[src/rtl/sequencer_trigger_pkg.sv]
// Shared constants for the pixel-test sequencer trigger path: mode encodings,
// FSM state codes and default widths.
package sequencer_trigger_pkg;

   localparam int CNT_W_DEF     = 16;
   localparam int HOLDOFF_W_DEF = 10;
   localparam int FILT_W_DEF    = 4;

   localparam logic [1:0] MODE_EXT    = 2'b00;
   localparam logic [1:0] MODE_SW     = 2'b01;
   localparam logic [1:0] MODE_AUTO   = 2'b10;
   localparam logic [1:0] MODE_EXT_SW = 2'b11;

   typedef logic [1:0] state_t;

   localparam state_t ARMED   = 2'd0;
   localparam state_t FIRE    = 2'd1;
   localparam state_t HOLDOFF = 2'd2;

endpackage

[src/rtl/trigger_pulse_filter.sv]
// Two-flop synchroniser plus minimum-width filter for the external trigger;
// emits one event per qualifying pulse, however long the pulse lasts.
module trigger_pulse_filter #(
   parameter int FILT_W = 4
) (
   input  logic              clk,
   input  logic              reset,
   input  logic              enable_i,
   input  logic              async_i,
   input  logic [FILT_W-1:0] minWidth_i,
   output logic              evt_o
);

   logic              sync1_q;
   logic              sync2_q;
   logic [FILT_W-1:0] cnt_q;
   logic [FILT_W-1:0] cnt_d;
   logic [FILT_W-1:0] thresh;

   // Saturating high-time counter; the event fires only on the step that lands
   // on the threshold, so a held-high input cannot retrigger until it drops.
   always_comb begin
      thresh = minWidth_i;
      if (thresh == '0) thresh = FILT_W'(1);
      cnt_d = cnt_q;
      evt_o = 1'b0;
      if (!enable_i || !sync2_q) begin
         cnt_d = '0;
      end else if (cnt_q != '1) begin
         cnt_d = cnt_q + FILT_W'(1);
         evt_o = (cnt_d == thresh);
      end
   end

   always_ff @(posedge clk) begin
      if (reset) begin
         sync1_q <= 1'b0;
         sync2_q <= 1'b0;
         cnt_q   <= '0;
      end else begin
         sync1_q <= async_i;
         sync2_q <= sync1_q;
         cnt_q   <= cnt_d;
      end
   end

endmodule

[src/rtl/sequencer_trigger_ctrl.sv]
// Merges external, software and auto triggers, gates them on ready_flag and a
// holdoff window, and issues single-cycle run_sequencer pulses with counters.
module sequencer_trigger_ctrl
   import sequencer_trigger_pkg::*;
#(
   parameter int CNT_W     = CNT_W_DEF,
   parameter int HOLDOFF_W = HOLDOFF_W_DEF,
   parameter int FILT_W    = FILT_W_DEF
) (
   input  logic                 clk,
   input  logic                 reset,
   input  logic                 ext_trigger,
   input  logic                 sw_trigger,
   input  logic                 enable,
   input  logic [1:0]           mode,
   input  logic [FILT_W-1:0]    min_width,
   input  logic [HOLDOFF_W-1:0] holdoff_time,
   input  logic [CNT_W-1:0]     auto_period,
   input  logic                 ready_flag,
   input  logic                 counters_clear,
   output logic                 run_sequencer,
   output logic                 busy,
   output logic [CNT_W-1:0]     trigger_count,
   output logic [CNT_W-1:0]     missed_count
);

   state_t               state_q, state_d;
   logic [HOLDOFF_W-1:0] hold_q, hold_d;
   logic [CNT_W-1:0]     autoCnt_q, autoCnt_d;
   logic [CNT_W-1:0]     trigCnt_q, trigCnt_d;
   logic [CNT_W-1:0]     missCnt_q, missCnt_d;
   logic                 extEvt;
   logic                 autoEvt;
   logic                 anyEvt;
   logic                 trigInc;
   logic                 missInc;

   trigger_pulse_filter #(.FILT_W(FILT_W)) uFilter (
      .clk        (clk),
      .reset      (reset),
      .enable_i   (enable),
      .async_i    (ext_trigger),
      .minWidth_i (min_width),
      .evt_o      (extEvt)
   );

   // Auto counter is parked at zero whenever AUTO is not live, so each entry starts a fresh period.
   always_comb begin
      autoCnt_d = '0;
      autoEvt   = 1'b0;
      if (enable && mode == MODE_AUTO && auto_period != '0) begin
         if (autoCnt_q >= auto_period - CNT_W'(1)) autoEvt = 1'b1;
         else autoCnt_d = autoCnt_q + CNT_W'(1);
      end
      anyEvt = enable && ((extEvt && (mode == MODE_EXT || mode == MODE_EXT_SW)) ||
                          (sw_trigger && (mode == MODE_SW || mode == MODE_EXT_SW)) ||
                          autoEvt);
   end

   always_comb begin
      state_d = state_q;
      hold_d  = hold_q;
      trigInc = 1'b0;
      missInc = 1'b0;
      case (state_q)
         ARMED: begin
            if (anyEvt && ready_flag) begin
               state_d = FIRE;
               trigInc = 1'b1;
            end else if (anyEvt) begin
               missInc = 1'b1;
            end
         end
         FIRE: begin
            missInc = anyEvt;
            hold_d  = holdoff_time;
            state_d = (holdoff_time != '0) ? HOLDOFF : ARMED;
         end
         HOLDOFF: begin
            missInc = anyEvt;
            hold_d  = hold_q - HOLDOFF_W'(1);
            if (hold_q <= HOLDOFF_W'(1)) state_d = ARMED;
         end
         default: state_d = ARMED;
      endcase
   end

   // A clear beats a same-cycle increment; that increment is simply dropped.
   always_comb begin
      trigCnt_d = trigCnt_q;
      missCnt_d = missCnt_q;
      if (counters_clear) begin
         trigCnt_d = '0;
         missCnt_d = '0;
      end else begin
         if (trigInc && trigCnt_q != '1) trigCnt_d = trigCnt_q + CNT_W'(1);
         if (missInc && missCnt_q != '1) missCnt_d = missCnt_q + CNT_W'(1);
      end
   end

   always_ff @(posedge clk) begin
      if (reset) begin
         state_q   <= ARMED;
         hold_q    <= '0;
         autoCnt_q <= '0;
         trigCnt_q <= '0;
         missCnt_q <= '0;
      end else begin
         state_q   <= state_d;
         hold_q    <= hold_d;
         autoCnt_q <= autoCnt_d;
         trigCnt_q <= trigCnt_d;
         missCnt_q <= missCnt_d;
      end
   end

   assign run_sequencer = (state_q == FIRE);
   assign busy          = (state_q != ARMED);
   assign trigger_count = trigCnt_q;
   assign missed_count  = missCnt_q;

endmodule

[config.mk]
export PLATFORM = sky130hd
export DESIGN_NAME = sequencer_trigger_ctrl
export DESIGN_NICKNAME = d
export VERILOG_FILES = /design/src/rtl/sequencer_trigger_pkg.sv /design/src/rtl/trigger_pulse_filter.sv /design/src/rtl/sequencer_trigger_ctrl.sv
export SDC_FILE = /design/constraint.sdc
export NUM_CORES = 1
export LEC_CHECK = 0
export ABC_AREA = 1
export ABC_CLOCK_PERIOD_IN_PS = 3800
export BUFFER_PORTS_ARGS = -buffer_cell sky130_fd_sc_hd__buf_2
export CORE_UTILIZATION = 40
export DETAILED_ROUTE_END_ITERATION = 6
export GPL_ROUTABILITY_DRIVEN = 0
export PLACE_DENSITY = 0.63
export SLEW_MARGIN = 10
export SYNTH_ARGS = -nofsm -noshare
export SYNTH_HDL_FRONTEND = slang
export SYNTH_SLANG_ARGS = --single-unit
[constraint.sdc]
create_clock -name clk -period 3.8 [get_ports clk]
set_input_delay 0.76 -clock clk [delete_from_list [all_inputs] [get_ports clk]]
set_output_delay 0.76 -clock clk [all_outputs]
set_load 0.03 [all_outputs]
# Yosys cells after proc, flatten, opt, wreduce, memory -nomap -nowiden

Cells that the tools add are included.

Register bits after elaboration: 66
Bits in latches: 0
RAM bits: 0
Memory bits (read-only): 0
Input port bits: 39
Output and inout port bits: 34
Logic and storage cells: 70
Memories: 0

$add $sub $neg: 6
$mul: 0
Div/mod/pow operators: 0
Order comparisons: 2
Eq/ne operators: 11
Shift-type cells: 0
Multiplexer cells: 15
Bitwise gates (word level): 1
Reduce and logical (&&, ||, !) cells: 27

Operator list:

| kind                  | count |
|---|---|
| $add 16x1->16 const B | 3 |
| $ne 16x16->1 const B  | 2 |
| $pmux 10 s2           | 1 |
| $ge 16x16->1          | 1 |
| $reduce_bool 16->1    | 1 |
| $sub 16x1->16 const B | 1 |
| $le 10x1->1 const B   | 1 |
| $reduce_bool 10->1    | 1 |
| $sub 10x1->10 const B | 1 |
| $logic_and 1x1->1     | 8 |
| $mux 1                | 8 |
| $eq 2x2->1 const B    | 3 |
| $mux 2                | 3 |
| $pmux 2 s3            | 1 |
| $reduce_or 2->1       | 3 |
| $logic_or 1x1->1      | 5 |
| $add 4x1->4 const B   | 1 |
| $eq 2x1->1 const B    | 2 |
| $eq 4x4->1            | 1 |
| $logic_not 2->1       | 2 |
| $logic_not 4->1       | 1 |
| $mux 4                | 1 |
| $ne 2x2->1 const B    | 2 |
| $ne 4x4->1 const B    | 1 |
| 6 further kinds       | 8 |

# Depth between registers and ports, before layout

Gate-level depths: netlist of run 1.

Word-level depth: 13
Depth in mapped cells: 22
Depth with buffers taken out: 22

# By module

A second synthesis of run 1 with hierarchy kept.

Cells, all modules: 660
Area, all modules: 4,468.0 um^2

By module, submodules not included:

| module                 | instances | cells each | area each (um^2) | sequential area each (um^2) |
|---|---|---|---|---|
| sequencer_trigger_ctrl | 1         | 599        | 4,105.2          | 1,201.2 |
| trigger_pulse_filter   | 1         | 61         | 362.8            | 120.1 |

# Worst setup path after synthesis of run 1

No wires, ideal clock.

Path type: input port to flip-flop
Start: in auto_period[1]
End: reg missCnt_q[10] (netlist: missed_count[10])
Library setup time: 132 ps
Arrival: 3,384 ps
Data required time: 3,668 ps
Setup slack: 283 ps
Stages: 21
Buffers on the path: 1
Path through: nor2_1 > nand2_1 > nor3_2 > nand2_1 > nor2_1 > nand3b_1 > nor3_2 > nand3_1 > xnor2_1 > inv_1 > ha_1 > nand2_1 > nor3_1 > nand3_1 > nand3_1 > nand2_2 > a21boi_4 > nand3_4 > buf_6 > nand2_1 > a21oi_1

Longest elaborated chain between the ends: 10
Elaborated cells on any way between the ends: 13
Classes of those cells: add/sub: 1; order compare: 1; mux: 5; reduce/logical: 6

RTL lines:

| what                                        | RTL line                                                   | text |
|---|---|---|
| start, declared                             | sequencer_trigger_ctrl.sv:18                               | `input logic [CNT_W-1:0] auto_period,` |
| $sub 16x1->16                               | sequencer_trigger_ctrl.sv:52                               | `if (autoCnt_q >= auto_period - CNT_W'(1)) autoEvt = 1'b1;` |
| $ge 16x16->1                                | sequencer_trigger_ctrl.sv:52                               |  |
| $mux 1                                      | sequencer_trigger_ctrl.sv:52                               |  |
| $mux 1 *                                    | sequencer_trigger_ctrl.sv:51                               | `if (enable && mode == MODE_AUTO && auto_period != '0) begin` |
| $logic_or 1x1->1 *                          | sequencer_trigger_ctrl.sv:56                               | `(sw_trigger && (mode == MODE_SW \|\| mode == MODE_EXT_SW)) \|\|` |
| $logic_and 1x1->1 *                         | sequencer_trigger_ctrl.sv:55                               | `anyEvt = enable && ((extEvt && (mode == MODE_EXT \|\| mode == MODE_EXT_SW)) \|\|` |
| $mux 1 or $logic_and 1x1->1 (tied branches) | sequencer_trigger_ctrl.sv:70, sequencer_trigger_ctrl.sv:67 |  |
| $mux 1                                      | sequencer_trigger_ctrl.sv:67                               | `if (anyEvt && ready_flag) begin` |
| $pmux 1 s2 *                                | sequencer_trigger_ctrl.sv:65                               | `case (state_q)` |
| $logic_and 1x1->1 *                         | sequencer_trigger_ctrl.sv:97                               | `if (missInc && missCnt_q != '1) missCnt_d = missCnt_q + CNT_W'(1);` |
| end signal, assigned                        | sequencer_trigger_ctrl.sv:113                              | `missCnt_q <= missCnt_d;` |
| end, declared                               | sequencer_trigger_ctrl.sv:31                               | `logic [CNT_W-1:0] missCnt_q, missCnt_d;` |

Every way passes the cells marked *; elsewhere a longest branch is shown, timed or not.
A chain may end at the register's enable or synchronous reset.

# Final worst setup path of run 1

Start: in auto_period[1]
End: reg missCnt_q[9] (netlist: missed_count[9])

The elaborated chain is that of the path after synthesis.

==> results of run 1 <==
## through the flow
| stage | utilization | hold WS [ns] |
|---|---|---|
| final | 0.502 | 0.417 |
| after global routing | 0.502 | 0.432 |
| after CTS | 0.495 | 0.416 |
| after detailed placement | 0.471 | 0.403 |
| after global placement | 0.471 | 0.393 |
| after floorplan | - | 0.388 |
## layout by cell type, fill, tap and decap left out, types with 3 or more instances in the layout
cell | Yosys | final
a21oi_1 | 47 | 47
a21oi_2 | 12 | 12
buf_2 | 1 | 72
buf_4 | 1 | 16
clkbuf_16 | 0 | 9
clkinv_2 | 0 | 3
dfxtp_1 | 66 | 66
ha_1 | 30 | 29
inv_1 | 79 | 79
inv_2 | 5 | 5
nand2_1 | 125 | 123
nand2_2 | 3 | 4
nand3_1 | 33 | 31
nand3_2 | 10 | 12
nand3b_1 | 3 | 3
nand4_1 | 22 | 22
nor2_1 | 81 | 79
nor2_2 | 3 | 5
nor3_1 | 10 | 9
nor3b_1 | 3 | 3
nor4_1 | 9 | 9
o211ai_1 | 3 | 3
o21ai_0 | 19 | 18
o21ai_1 | 11 | 12
xnor2_1 | 23 | 23
xor2_1 | 28 | 28
## per-layer routing
layer / global-route usage / vias to the layer above / wire length (microns)
met1: 0.247 / 2054 / 5230
met2: 0.337 / 73 / 5410
met5: 0 / - / 0
li1: - / 2335 / -
met3: 0.0433 / 8 / 360
met4: 0.0629 / 0 / 105
## kinds of logic (layout without fill, tap and decap cells)
group,Yosys count,after routing,share of synthesized area
fa+ha+maj,30,30,0.0815
compound gates,97,97,0.123
buf+inv,102,194,0.0926
simple gates,312,312,0.320
flops,66,66,0.287
xor+xnor,51,51,0.0969
## layout make-up
cell class / count / share of cell area
clock buffer: 11 / 0.0420
clock inverter: 5 / 0.00564
inverter: 86 / 0.0583
multi-input combinational: 490 / 0.526
sequential: 66 / 0.238
tap: 140 / 0.0316
timing repair buffer: 92 / 0.0980
## registers in the layout (all words and copies together), names as in the netlist
| register | cells |
|---|---|
| state_q | 2 |
| trigger_count | 16 |
| uFilter.sync1_q | 1 |
| uFilter.cnt_q | 4 |
| autoCnt_q | 16 |
| missed_count | 16 |
| uFilter.sync2_q | 1 |
| hold_q | 10 |
## worst reg2reg max path: stages (launching register included)
cell	delay, ns
dfxtp_1	0.41
ha_1	0.25
nand2_1	0.09
inv_1	0.08
nand2_1	0.08
nor2_1	0.12
nand4_1	0.10
nor3_2	0.48
inv_2	0.30
nand3_1	0.17
a21oi_1	0.07
## where the power goes
group	switching (mW)	total, mW	leakage, nW	internal [mW]
clock	0.301	0.740	0.129	0.439
combinational	0.103	0.170	1.72	0.0663
sequential	0.00510	0.703	0.532	0.698
total	0.410	1.61	2.39	1.20
## worst max-delay path by stage
stage / start / end / slack, ns / cells past startpoint
after detailed placement: auto_period[1] / missed_count[12] / -0.14 / 22
after global placement: auto_period[1] / missed_count[12] / -0.05 / 22
final: auto_period[1] / missed_count[9] / 0.33 / 23
after global routing: auto_period[1] / missed_count[0] / -0.04 / 23
after floorplan: auto_period[1] / missed_count[10] / 0.28 / 21
after CTS: auto_period[1] / missed_count[12] / 0.21 / 22
## timing repair
action,CTS,global route
resized for setup,0,14
setup buffers,0,2
setup endpoints to repair,0,34
==> metrics.txt, run 1 <==
first-pass GRT wire length 18800 microns; status completed; Max rail drop VDD 0.176 mV; 1st-iter DRT viols 158; Yosys reg bits 66; count leader, synth nand2_1; Ports 73; initial antenna violation count 0; diode count 0; Slew Limit Fails 0; multi-input logic area 2920 sq um; Final Total Pwr 1.61 mW; Area after DPL 5200 sq um; most used cell, CP nor2_1; hold endpoint uFilter.sync2_q; worst hold path depth 2; Top FF cell, synth dfxtp_1; number of synthesized flops with an enable pin 0; endpoint class of the critical path flop; CP delay by family, top simple AND/OR/NAND/NOR gates; async set or reset register ratio after synthesis 0; FF-to-FF End trigger_count[5]; ANT nets after route 0; Final Hold Vio Count 0; Crit Reg-Reg Startpoint trigger_count[0]; P_leak 2.39 nW; synth warn 0; slew margin rel. 0.548; Tcrit/Tclk final 0.914; Filler cells 1100; Layout area overhead 20.3%; Syn Area/Cell roughly 7.0 sq um; htree depth 3; hold_buf cts 0; crit path max fanout 5; critical path class primary input to flop; synth cell count leaders 125 x nand2_1, 81 x nor2_1, 79 x inv_1; Clock Skews 0.00730 ns; Setup WS pre-CTS -0.142 ns; Clock Sinks 66; Initial Utilization 0.418; number of core rows 38; Final setup viols 0; die extent in y 109 microns; Routed wire per std cell 12.5 microns; number of CTS-inserted buffers 9; final instance count without filler cells around 900; Yosys top cell area share 0.287; crit start category primary input; Skew-Pair Late Insertion Delay 0.33 ns; DP HPWL 8430 microns; Least-Margin Pin Slew between 0.6 and 0.7 ns; register area share after synthesis 0.287; Hold Crit Start uFilter.sync1_q; r2r setup slk ~1.5 ns; syn nets just over 700; minimum clock period approximately 3.5 ns; Clock transition at path regs 0.05 ns; Cells after Synth 658; CTS max path bufs 2; largest net degree at the start of global routing 22; Worst Hold Class flop to flop; Worst path slowest cell ha_4; DRC errors left 0; Max Cap Viol 0; R2R depth 10; Vias/cell 5.02; top achievable clock speed 288 MHz; fin worst setup slack between 0.3 and 0.4 ns; Final Routed Wirelength 11100 microns; vias in the first global route about 4.2k; post-synth top area cell dfxtp_1; Pwr Density about 290 nW/um^2; CP Cell Sequence buf_2 > nor2_2 > nand2_2 > nor3_4 > nand2_1 > nor2_2 > nand3b_1 > nor3_2 > nand3_1 > xnor2_1 > inv_1 > ha_4 > nand2_2 > o21ai_0 > a21oi_1 > nand3_2 > nand2_4 > a21boi_4 > nand3_4 > buf_4 > nor2_1 > nor2_1 > nor2_1; Die Wd around 110 microns; FF/Latch Area roughly 1300 sq um; slowest stage delay, CP between 0.2 and 0.3 ns; CP arrival around 3.8 ns; Root Buffer clkbuf_16; Buf+Inv Stages, Crit Path 3; placed cell count 872; setup TNS 0 ns; First-pass DRT Iterations 4; GRT Total Usage 0.198; Congestion Overflow GR 0; worst endpoint required time between 4 and 5 ns; port buffer count 72; Mapped Area 4610 sq um; Layout Nets 814; layout cells sized above 1 0.209; CTS tree done; synth top area cells dfxtp_1 29%, nand2_1 10%, ha_1 8.1%; Die Area 12000 sq um; Vias ~4.5k; total core area ~11000 sq um; Synth cell types 40; Design Area, Final 5540 sq um
Power figures use the tool's default switching activity.
==> inputs of run 2 (changes only) <==
--- a/config.mk
+++ b/config.mk
@@ -11,7 +11,6 @@
 export CORE_UTILIZATION = 40
 export DETAILED_ROUTE_END_ITERATION = 6
 export GPL_ROUTABILITY_DRIVEN = 0
-export PLACE_DENSITY = 0.63
 export SLEW_MARGIN = 10
 export SYNTH_ARGS = -nofsm -noshare
 export SYNTH_HDL_FRONTEND = slang
==> run 2 against run 1 <==
  * Clock skew up 0.0012 ns
  * Utilization up 0.43 points
  * Fmax down 3.3%
  * Sequential power about the same
  * Die area unchanged
  * Critical endpoint is now missed_count[12]
  * Worst hold slack worse by 0.012 ns
  * Global-route usage down 0.47 points
  * Via count up 0.29%
  * Register-to-register slack worse by 0.05 ns
==> metrics.txt, run 2 (synthesis results as in run 1) <==
Routed wire per std cell approximately 13 microns; Clock Skews 0.00849 ns; die extent in y 109 microns; DP HPWL roughly 8400 microns; Final Total Pwr 1.72 mW; Layout Nets 815; worst endpoint required time 4.03 ns; most frequent cells in the layout 123 x nand2_1, 80 x nor2_1, 79 x inv_1; critical path class primary input to flop; minimum hold slack ~0.40 ns; final instance count without filler cells ~890; port buffer count 72; layout cells sized above 1 0.213; CTS max path bufs 2; slew margin rel. 0.535; multi-input logic area 2940 sq um; CTS tree done; Max Cap Viol 0; Vias/cell 5.03; slowest stage delay, CP 0.32 ns; Max rail drop VDD around 0.21 mV; Pwr Density ~310 nW/um^2; status completed; most used cell, CP nand2_1; first-pass GRT wire length 18200 microns; Final Hold Vio Count 0; First-pass DRT Iterations 4; Final Util 0.507; FF/Latch Area 1320 sq um; Clock transition at path regs 0.05 ns; GR Util met2 0.330; endpoint class of the critical path flop; Final Routed Wirelength between 10000 and 15000 microns; htree depth 3; initial antenna violation count 0; crit start category primary input; largest net degree at the start of global routing 18; Initial Utilization 0.418; Worst path slowest cell a21boi_4; Filler cells 1103; P_leak around 2.4 nW; Area after DPL 5180 sq um; number of CTS-inserted buffers 9; CP arrival approximately 3.8 ns; Final setup viols 0; setup TNS 0 ns; Clock Sinks 66; fin worst setup slack 0.207 ns; DRC errors left 0; crit path max fanout 6; total core area 11000 sq um; Root Buffer clkbuf_16; most used routing layer met2; Congestion Overflow GR 0; ANT nets after route 0; top achievable clock speed 278 MHz; Design Area, Final 5590 sq um; most common cell after layout, fill and taps aside nand2_1; number of core rows 38; met1 Resource Use GR 0.240; CP Cell Sequence buf_2 > nor2_1 > nand2_1 > nor3_2 > nand2_1 > nor2_2 > nand3b_1 > nor3_2 > nand3_1 > xnor2_1 > inv_1 > ha_4 > nand2_2 > nor3_4 > nand2_1 > nand3_2 > nand2_4 > a21boi_4 > buf_6 > nand3_1 > o21ai_1 > nor2_1; GRT Total Usage 0.193; Setup WS pre-CTS -0.118 ns; Vias 4483; Worst Hold Class flop to flop; Tcrit/Tclk final 0.946; minimum clock period 3.59 ns; Die Area 12000 sq um; Slew Limit Fails 0; diode count 0; 1st-iter DRT viols 148; Ports 73; placed cell count 871; Skew-Pair Late Insertion Delay 0.33 ns; Layout area overhead 21.3%; Least-Margin Pin Slew 0.693 ns; Die Wd 109 microns; vias in the first global route 4101; hold_buf cts 0; met3 usage 0.0249
[run 2: final cells by class]
class                   count  area share
inverters                  86      0.0578
clock buffers              11      0.0452
repair buffers             91      0.0936
flip-flops and latches     66       0.236
clock inverters             5     0.00940
well taps                 140      0.0313
multi-input cells         492       0.526
[run 2: critical path, delay by kind of cell]
family,cells,cell delay [ns]
simple gates,15,1.79
fa+ha+maj,1,0.27
buf+inv,3,0.37
compound gates,2,0.45
xor+xnor,1,0.17
[run 2: final timing paths]
check              startpoint          endpoint  slack (ns)  cells past startpoint
min reg2reg   uFilter.sync1_q   uFilter.sync2_q        0.40                      2
max reg2reg  trigger_count[0]  trigger_count[4]        1.48                     10
max            auto_period[1]  missed_count[12]        0.21                     22
min           uFilter.sync1_q   uFilter.sync2_q        0.40                      2
[run 2: routing by layer]
layer	wire length, microns	share of wire	vias up
met2	5500	0.49	67
met3	281	0.025	15
met4	208	0.018	0
li1	-	-	2345
met5	0	0	-
met1	5260	0.47	2056
[run 2: power by group]
group / internal (mW) / total (mW) / switching, mW / leakage (nW)
clock network: 0.540 / 0.849 / 0.310 / 0.151
registers: 0.698 / 0.703 / 0.00505 / 0.532
logic: 0.0658 / 0.170 / 0.104 / 1.72
[run 2: timing repair]
item | CTS | global route
resized for setup | 0 | 15
buffers inserted | 0 | 2
endpoints found under the hold margin | 0 | 0
setup endpoints to repair | 0 | 33
